<file path="src/rtl/sudoku_board_reader.sv">
// Streams an NxN sudoku board out of the store in row-major order over a valid/ack channel.
// Optional odd parity on the output word is enabled with the SUDOKU_RD_PARITY_EN macro.
module sudoku_board_reader #(
    parameter int N       = 9,
    parameter int DW      = 4,
    parameter int TIMEOUT = 255
) (
    input  logic          clk,
    input  logic          rst_n,
    input  logic          start,
    output logic [3:0]    rd_row,
    output logic [3:0]    rd_col,
    input  logic [DW-1:0] rd_data,
    output logic          out_valid,
    output logic [DW-1:0] out_data,
    output logic          out_last,
    output logic          out_par,
    input  logic          out_ack,
    output logic          busy,
    output logic          done,
    output logic          err
);

    localparam logic [3:0]  LAST_IDX  = 4'(N - 1);
    localparam logic [15:0] TIMER_LIM = 16'(TIMEOUT - 1);

    typedef enum logic [1:0] {
        S_IDLE  = 2'd0,
        S_FETCH = 2'd1,
        S_SEND  = 2'd2
    } state_e;

    state_e        state_q, state_d;
    logic [3:0]    row_q, row_d;
    logic [3:0]    col_q, col_d;
    logic          valid_q, valid_d;
    logic [DW-1:0] data_q, data_d;
    logic          last_q, last_d;
    logic          done_q, done_d;
    logic          err_q, err_d;
    logic [15:0]   timer_q, timer_d;

    // Next-state logic for the walk over the board and the output handshake.
    always_comb begin
        state_d = state_q;
        row_d   = row_q;
        col_d   = col_q;
        valid_d = valid_q;
        data_d  = data_q;
        last_d  = last_q;
        done_d  = done_q;
        err_d   = err_q;
        timer_d = timer_q;
        case (state_q)
            S_IDLE: begin
                if (start) begin
                    row_d   = 4'd0;
                    col_d   = 4'd0;
                    done_d  = 1'b0;
                    err_d   = 1'b0;
                    state_d = S_FETCH;
                end else begin
                    state_d = S_IDLE;
                end
            end
            S_FETCH: begin
                data_d  = rd_data;
                valid_d = 1'b1;
                last_d  = (row_q == LAST_IDX) && (col_q == LAST_IDX);
                timer_d = 16'd0;
                state_d = S_SEND;
            end
            S_SEND: begin
                if (out_ack) begin
                    valid_d = 1'b0;
                    last_d  = 1'b0;
                    if (last_q) begin
                        done_d  = 1'b1;
                        row_d   = 4'd0;
                        col_d   = 4'd0;
                        state_d = S_IDLE;
                    end else if (col_q == LAST_IDX) begin
                        col_d   = 4'd0;
                        row_d   = row_q + 4'd1;
                        state_d = S_FETCH;
                    end else begin
                        col_d   = col_q + 4'd1;
                        state_d = S_FETCH;
                    end
                end else if ((TIMEOUT != 0) && (timer_q == TIMER_LIM)) begin
                    // consumer stalled too long: drop the word and abort the dump
                    valid_d = 1'b0;
                    last_d  = 1'b0;
                    err_d   = 1'b1;
                    state_d = S_IDLE;
                end else begin
                    timer_d = timer_q + 16'd1;
                end
            end
            default: begin
                state_d = S_IDLE;
            end
        endcase
    end

    // State and output registers with synchronous active-low reset.
    always_ff @(posedge clk) begin
        if (!rst_n) begin
            state_q <= S_IDLE;
            row_q   <= 4'd0;
            col_q   <= 4'd0;
            valid_q <= 1'b0;
            data_q  <= '0;
            last_q  <= 1'b0;
            done_q  <= 1'b0;
            err_q   <= 1'b0;
            timer_q <= 16'd0;
        end else begin
            state_q <= state_d;
            row_q   <= row_d;
            col_q   <= col_d;
            valid_q <= valid_d;
            data_q  <= data_d;
            last_q  <= last_d;
            done_q  <= done_d;
            err_q   <= err_d;
            timer_q <= timer_d;
        end
    end

`ifdef SUDOKU_RD_PARITY_EN
    function automatic logic odd_parity(input logic [DW-1:0] word);
        return ~^word;
    endfunction

    logic par_q;

    // Parity is captured on the same edge as the data word it covers.
    always_ff @(posedge clk) begin
        if (!rst_n) begin
            par_q <= 1'b0;
        end else if (state_q == S_FETCH) begin
            par_q <= odd_parity(rd_data);
        end else begin
            par_q <= par_q;
        end
    end

    assign out_par = par_q;
`else
    assign out_par = 1'b0;
`endif

    assign rd_row    = row_q;
    assign rd_col    = col_q;
    assign out_valid = valid_q;
    assign out_data  = data_q;
    assign out_last  = last_q;
    assign busy      = (state_q != S_IDLE);
    assign done      = done_q;
    assign err       = err_q;

endmodule
</file>
<file path="config.mk">
export PLATFORM = sky130hd
export DESIGN_NAME = sudoku_board_reader
export DESIGN_NICKNAME = d
export VERILOG_FILES = /design/src/rtl/sudoku_board_reader.sv
export SDC_FILE = /design/constraint.sdc
export NUM_CORES = 1
export LEC_CHECK = 0
export CORE_MARGIN = 4
export CORE_UTILIZATION = 45
export DETAILED_ROUTE_END_ITERATION = 10
export PLACE_DENSITY = 0.73
export RECOVER_POWER = 25
export SLEW_MARGIN = 20
export SYNTH_ARGS = -nofsm -noshare
export SYNTH_HDL_FRONTEND = slang
export SYNTH_SLANG_ARGS = --single-unit
</file>
<file path="constraint.sdc">
create_clock -name clk -period 3.13 [get_ports clk]
set_input_delay 0.313 -clock clk [delete_from_list [all_inputs] [get_ports clk]]
set_output_delay 0.313 -clock clk [all_outputs]
set_load 0.02 [all_outputs]
</file>
==> run metrics, run 1 <==
status=finished clean; DIE AREA=0.005642 mm^2; syn_nets=266; asr flop ratio synth=0%; # DRC=0; Routed WL=about 4.6 mm; Hold Buf Count CTS=0; Power Total=1.077 mW; Die Y-Extent=75.12 um; reg-to-reg critical path endpoint=timer_q[2]$_SDFFE_PN0P_; antenna violation net count after detailed routing=0; number of cell rows=24; FF-to-FF path depth=6; Reg clk slew, reported paths=70 ps; pre-CTS WS=953.1 ps; register share of total power=41.3%; Die X=75.12 um; final setup TNS=0 ps; WHS Endpoint=err$_SDFFE_PN0P_; r2r setup slk=990 ps; Startpoint Class=register; largest net degree at the start of global routing=22; Detailed Route Iter0 Violations=97; RSZ-0062 raised after global routing=false; HP Start=err$_SDFFE_PN0P_; Max Cap Violations=0; r2r startpoint=timer_q[0]$_SDFFE_PN0P_; Worst-Margin Slew=between 600 and 700 ps; Area Growth Syn to Fin=20.86%; period utilization=68.25%; post-route design area=0.002450 mm^2; GRT overflow=0; Skew-Pair Late Insertion Delay=290 ps; peak supply drop=0.0002912 V; CP Max Fanout=18; Starting Density=46.55%; buffers added on ports=24; post-synth top area cell=dfxtp_1; Achievable Freq=0.4681 GHz; TritonRoute pass-1 iters=4; top cell type's share of synthesized area=about a third; Netlist Area Pre-Place=0.002027 mm^2; clk root buf=clkbuf_8; drt via density=5.745; layout net count=286; Core ar.=0.004354 mm^2; CP Data Arrival Time=2360 ps; GRT Util Overall=17.26%; CP startpoint=timer_q[0]$_SDFFE_PN0P_; initial antenna violation count=0; Top FF cell, synth=dfxtp_1; switch share=22.75%; CTS Buf Count=5; DP Area=0.002307 mm^2; Worst Skew=approximately 8 ps; ranking of synthesized cells by area=dfxtp_1 34%, ha_1 6.2%, nand2_1 3.7%; cts repair resizes=0; CTS tree=built; clock power share=between 40% and 50%; hpwl dp=3.199 mm; mean area per synthesized cell=8.173 um^2; Comb power frac=11.5%; WS Path Type=register to register; vias in the first global route=roughly 1500; Yosys reg bits=34; Slew Limit Fails=0; number of enable flip-flop cells after synthesis=0; total number of vias=1844; boundary pin count=26; Net Sw Power=245.0 uW; Leak=0.8453 nW; Setup WS post-layout=993.7 ps; CTS Buffer Depth=2; final setup vio count=0; cells after synthesis=around 250; Period minus WS final=2136 ps; crit end category=register; Ant. Diodes=0; Pwr Density=439.5 mW/mm^2; Hold Path Cell Cnt=2; post-CTS setup buffer count=0; first-pass GRT wire length=7.486 mm; Worst EP required=between 3000 and 4000 ps; GPL Wtd Cong=about 0.87; Synth warnings=0; Max-slew headroom=59.34%; Cell variety after synth=50; CTS sink count=34; H-tree level count=2; share of layout cells above drive strength 1=7.063%; post-synthesis sequential area ratio=between 30% and 40%; Internal=831.8 uW; WL/cell=14.26 um; HP Class=register to register; Final Hold Vio Count=0
==> cells in the mapped netlist (2+ instances only) <==
library cell and count:
nand3_1 8, buf_2 2, ha_1 10, and3b_1 2, and3_1 2, nand4_1 7
or3_1 7, a21boi_0 2, nor2_1 16, o32a_1 2, nand3b_1 5, dfxtp_1 34
nor2b_1 7, clkbuf_1 13, or2b_1 2, nand2b_1 10, nand4b_1 4, or4_1 8
o21a_1 2, and4b_1 2, nor3_1 4, o31a_1 2, a21oi_1 11, nand2_1 20
mux2i_1 7, o21ai_0 8, nor4_1 4, o211ai_1 8, inv_1 10, a31oi_1 9
==> final cells by class <==
| cell class | instances | area (um^2) |
|---|---|---|
| Fill cell | 413 | 1904 |
| Multi-Input combinational cell | 186 | 1235 |
| Sequential cell | 34 | 680.7 |
| Timing Repair Buffer | 30 | 285.3 |
| Clock buffer | 6 | 82.58 |
| Tap cell | 52 | 65.06 |
| Clock inverter | 2 | 60.06 |
| Inverter | 11 | 41.29 |
==> cell families after synthesis <==
kind of cell,Yosys count,synth area share (%)
buffers and inverters,28,5.494
adder cells (fa/ha/maj),10,6.173
AND/OR/NAND/NOR,114,32.96
AO/OA/AOI/OAI,53,17.59
multiplexers,8,4.012
other,1,0.1850
flip-flops,34,33.58
==> placed cells by master (no fill, tap or decap), types with 8 or more instances in the layout <==
cell type	instances
nor2_1	16
clkdlybuf4s50_1	16
ha_1	10
inv_1	10
dlygate4sd3_1	8
dfxtp_1	34
a21oi_1	11
nand3_1	8
a31oi_1	9
o21ai_0	8
nand2_1	20
or4_1	8
nand2b_1	10
o211ai_1	8
==> worst max-delay path, cell delays in order (launching register included) <==
cell and delay [ps]:
dfxtp_1 460, inv_1 70, ha_1 220, and4b_1 170
and4_1 380, or4_2 600, a31oi_1 170
==> worst max path at each step <==
| stage | to | slack (ps) | cells after the start |
|---|---|---|---|
| 4_1_cts | timer_q[2]$_SDFFE_PN0P_ | 1000 | 6 |
| 3_5_place_dp | timer_q[10]$_SDFFE_PN0P_ | 950 | 5 |
| 6_report | timer_q[2]$_SDFFE_PN0P_ | 990 | 6 |
| 2_1_floorplan | timer_q[2]$_SDFFE_PN0P_ | 1250 | 7 |
| 3_3_place_gp | timer_q[14]$_SDFFE_PN0P_ | 990 | 5 |
| 5_1_grt | timer_q[2]$_SDFFE_PN0P_ | 780 | 5 |
==> flip-flops by register name, indices dropped and copies added, names as in the netlist <==
signal	cells
done	1
err	1
out_data	4
out_last	1
out_valid	1
rd_col	4
rd_row	4
state_q	2
timer_q	16
==> per-layer routing <==
| layer | wire, um | vias to the layer above | GRT usage, % |
|---|---|---|---|
| met3 | 142 | 5 | 4.005 |
| met2 | 1991 | 34 | 24.08 |
| met4 | 64 | 0 | 5.929 |
| met1 | 2381 | 848 | 25.79 |
| li1 | - | 957 | - |
| met5 | 0 | - | 0 |
==> stage by stage <==
step                hold slack [ps]  util, %  instances
floorplan                     460.4        -        248
global placement              463.7    52.99        313
detailed placement            468.9    52.99        313
CTS                           479.9    56.26        321
global route                  512.1    56.26        321
finish                        473.5    56.26        321
==> power by group through the flow <==
stage / Clock, mW / Sequential (mW) / Combinational [mW]
final: 0.508 / 0.445 / 0.124
after global routing: 0.534 / 0.446 / 0.135
after CTS: 0.517 / 0.445 / 0.125
after detailed placement: 0 / 0.455 / 0.125
after global placement: 0 / 0.455 / 0.124
after floorplan: 0 / 0.461 / 0.0749
Note: power is estimated with default switching activity, not from simulation.
==> inputs of run 2 (changes only) <==
Settings changed: PLACE_DENSITY 0.73 to 0.76.
Clock period 3.13 ns to 1.85 ns, I/O delays scaled along.
==> run 2 against run 1 <==
Net effect:
- critical path depth down 1
- global-route usage rose by 2.1 points
- first-iteration DRC count is 20% higher
- clock skew fell by 2.2 ps
- power is 41% higher
- via count is 11% higher
- worst hold slack better by 9.0 ps
- critical path type unchanged
- largest power group is now registers
==> run metrics, run 2 (synthesis results as in run 1) <==
final setup vio count=0 (unchanged); CTS Buffer Depth=2 (unchanged); status=finished clean; TritonRoute pass-1 iters=4 (unchanged); crit end category=register; Startpoint Class=register; Multi-input gate area=0.001281 mm^2 (+3.7%); number of cell rows=24 (unchanged); Slew Limit Fails=0 (unchanged); period utilization=96.10% (+28 points); CTS tree=built; pre-CTS WS=-70.43 ps (-1023 ps); r2r startpoint=timer_q[1]$_SDFFE_PN0P_; initial antenna violation count=0 (unchanged); commonest non-fill, non-tap cells in the layout=36 x buf_4, 32 x dfxtp_1, 19 x nand2_1; Ant. Diodes=0 (unchanged); clk root buf=clkbuf_8; register with the most flip-flops=timer_q; Starting Density=46.55% (unchanged); Worst Skew=5.919 ps (-2.156 ps); Final Hold Vio Count=0 (unchanged); Area Growth Syn to Fin=31.67%; Pwr Density=568.2 mW/mm^2 (+29%); CP Max Fanout=7 (-11); first-pass GRT wire length=8.514 mm (+14%); GRT overflow=0 (unchanged); Critical Path Max Stage Delay=510 ps (-90 ps); HP Class=register to register; RSZ-0062 raised after global routing=true; commonest non-fill, non-tap cell in the layout=buf_4; share of layout cells above drive strength 1=19.67% (+13 points); post-CTS setup buffer count=0 (unchanged); GRT Util Overall=19.38% (+2.1 points); number of fill cells=377 (-8.7%); GPL Wtd Cong=0.8416 (-3.2%); Post-Layout Cell Count=352 (+9.7%); number of flip-flops in the largest register=16 (unchanged); WS Path Type=register to register; total number of vias=2050 (+11%); CTS Buf Count=5 (unchanged); post-route design area=0.002669 mm^2 (+8.9%); Period minus WS final=1778 ps (-358.4 ps); antenna violation net count after detailed routing=0 (unchanged); Setup WS post-layout=72.08 ps (-921.6 ps); peak supply drop=0.0003753 V (+29%); # DRC=0 (unchanged); Max Cap Violations=0 (unchanged); CP startpoint=timer_q[1]$_SDFFE_PN0P_; Skew-Pair Late Insertion Delay=290 ps (about the same); CP Cell Sequence=ha_1 -> nand2b_1 -> or3_4 -> or4_1 -> a31oi_1; placed cells=345 (+10%); Die X=75.12 um (unchanged); layout net count=318 (+11%); drt via density=5.824 (+1.4%); Worst EP required=2070 ps (-1280 ps); Routed WL=5.119 mm (+12%); CTS sink count=34 (unchanged); Power Total=1.516 mW (+41%); Die Y-Extent=75.12 um (unchanged); H-tree level count=2 (unchanged); Leak=0.9821 nW (+16%); vias in the first global route=1874 (+21%); Achievable Freq=0.5625 GHz (+20%); boundary pin count=26 (unchanged); largest net degree at the start of global routing=22 (unchanged); Core ar.=0.004354 mm^2 (unchanged); WL/cell=14.54 um (+1.9%); buffers added on ports=24 (unchanged); hpwl dp=3.728 mm (+17%); FF+latch area=685.7 um^2 (+0.74%); Reg clk slew, reported paths=70 ps (about the same); DIE AREA=0.005642 mm^2 (unchanged); DP Area=0.002549 mm^2 (+10%); critical path's slowest cell=or4_1; Detailed Route Iter0 Violations=116 (+20%); CP Data Arrival Time=2000 ps (-360 ps); final setup TNS=0 ps (unchanged); HP Start=err$_SDFFE_PN0P_
[run 2: changes by cell type in the layout (fill, tap and decap cells not counted), sizes merged]
cell / change
clkinv: +2
dlygate4sd3: -1
dlygate4sd2: +1
clkbuf: +1
bufinv: -2
buf: +30
[run 2: per-stage QoR]
| step | hold slack [ps] | util (%) |
|---|---|---|
| global route | 531.8 | 61.29 |
| detailed placement | 479.0 | 58.53 |
| floorplan | 332.4 | - |
| finish | 482.5 | 61.29 |
| CTS | 489.0 | 60.46 |
| global placement | 462.4 | 58.53 |
[run 2: layer usage]
layer / vias up / part of all wire (%) / GRT usage, %
li1: 1011 / - / -
met1: 978 / 47 / 26.81
met2: 52 / 46 / 28.92
met5: - / 0 / 0
met3: 9 / 4.6 / 4.940
met4: 0 / 1.7 / 7.312
[run 2: critical path: cells and delay by family, from the launching register on]
kind,cells,cell delay (ps)
AOI/OAI and AO/OA,1,160
adders and majority gates,1,190
DFF,1,410
and+or+nand+nor,3,950
[run 2: worst paths after layout]
check,depth (start not counted),end,slack (ps)
min reg2reg,2,err$_SDFFE_PN0P_,480
max reg2reg,5,timer_q[12]$_SDFFE_PN0P_,70
min,2,err$_SDFFE_PN0P_,480
max,5,timer_q[12]$_SDFFE_PN0P_,70
[run 2: area by class of cell]
type	instances	area share, %
inverters	11	1.547
repair buffers	62	19.36
flip-flops and latches	34	25.69
clock inverters	2	0.3751
multi-input cells	186	48.01
well taps	52	2.438
clock buffers	5	2.579
[run 2: repair_timing]
action,CTS,global route
resized for setup,3,11
hold buffers,0,0
pin swaps,0,2
endpoints found under the setup margin,5,16
[run 2: where the power goes]
group | switching, mW | internal, mW | total (mW)
sequential | 0.00803 | 0.744 | 0.752
combinational | 0.130 | 0.108 | 0.239
clock | 0.274 | 0.252 | 0.526
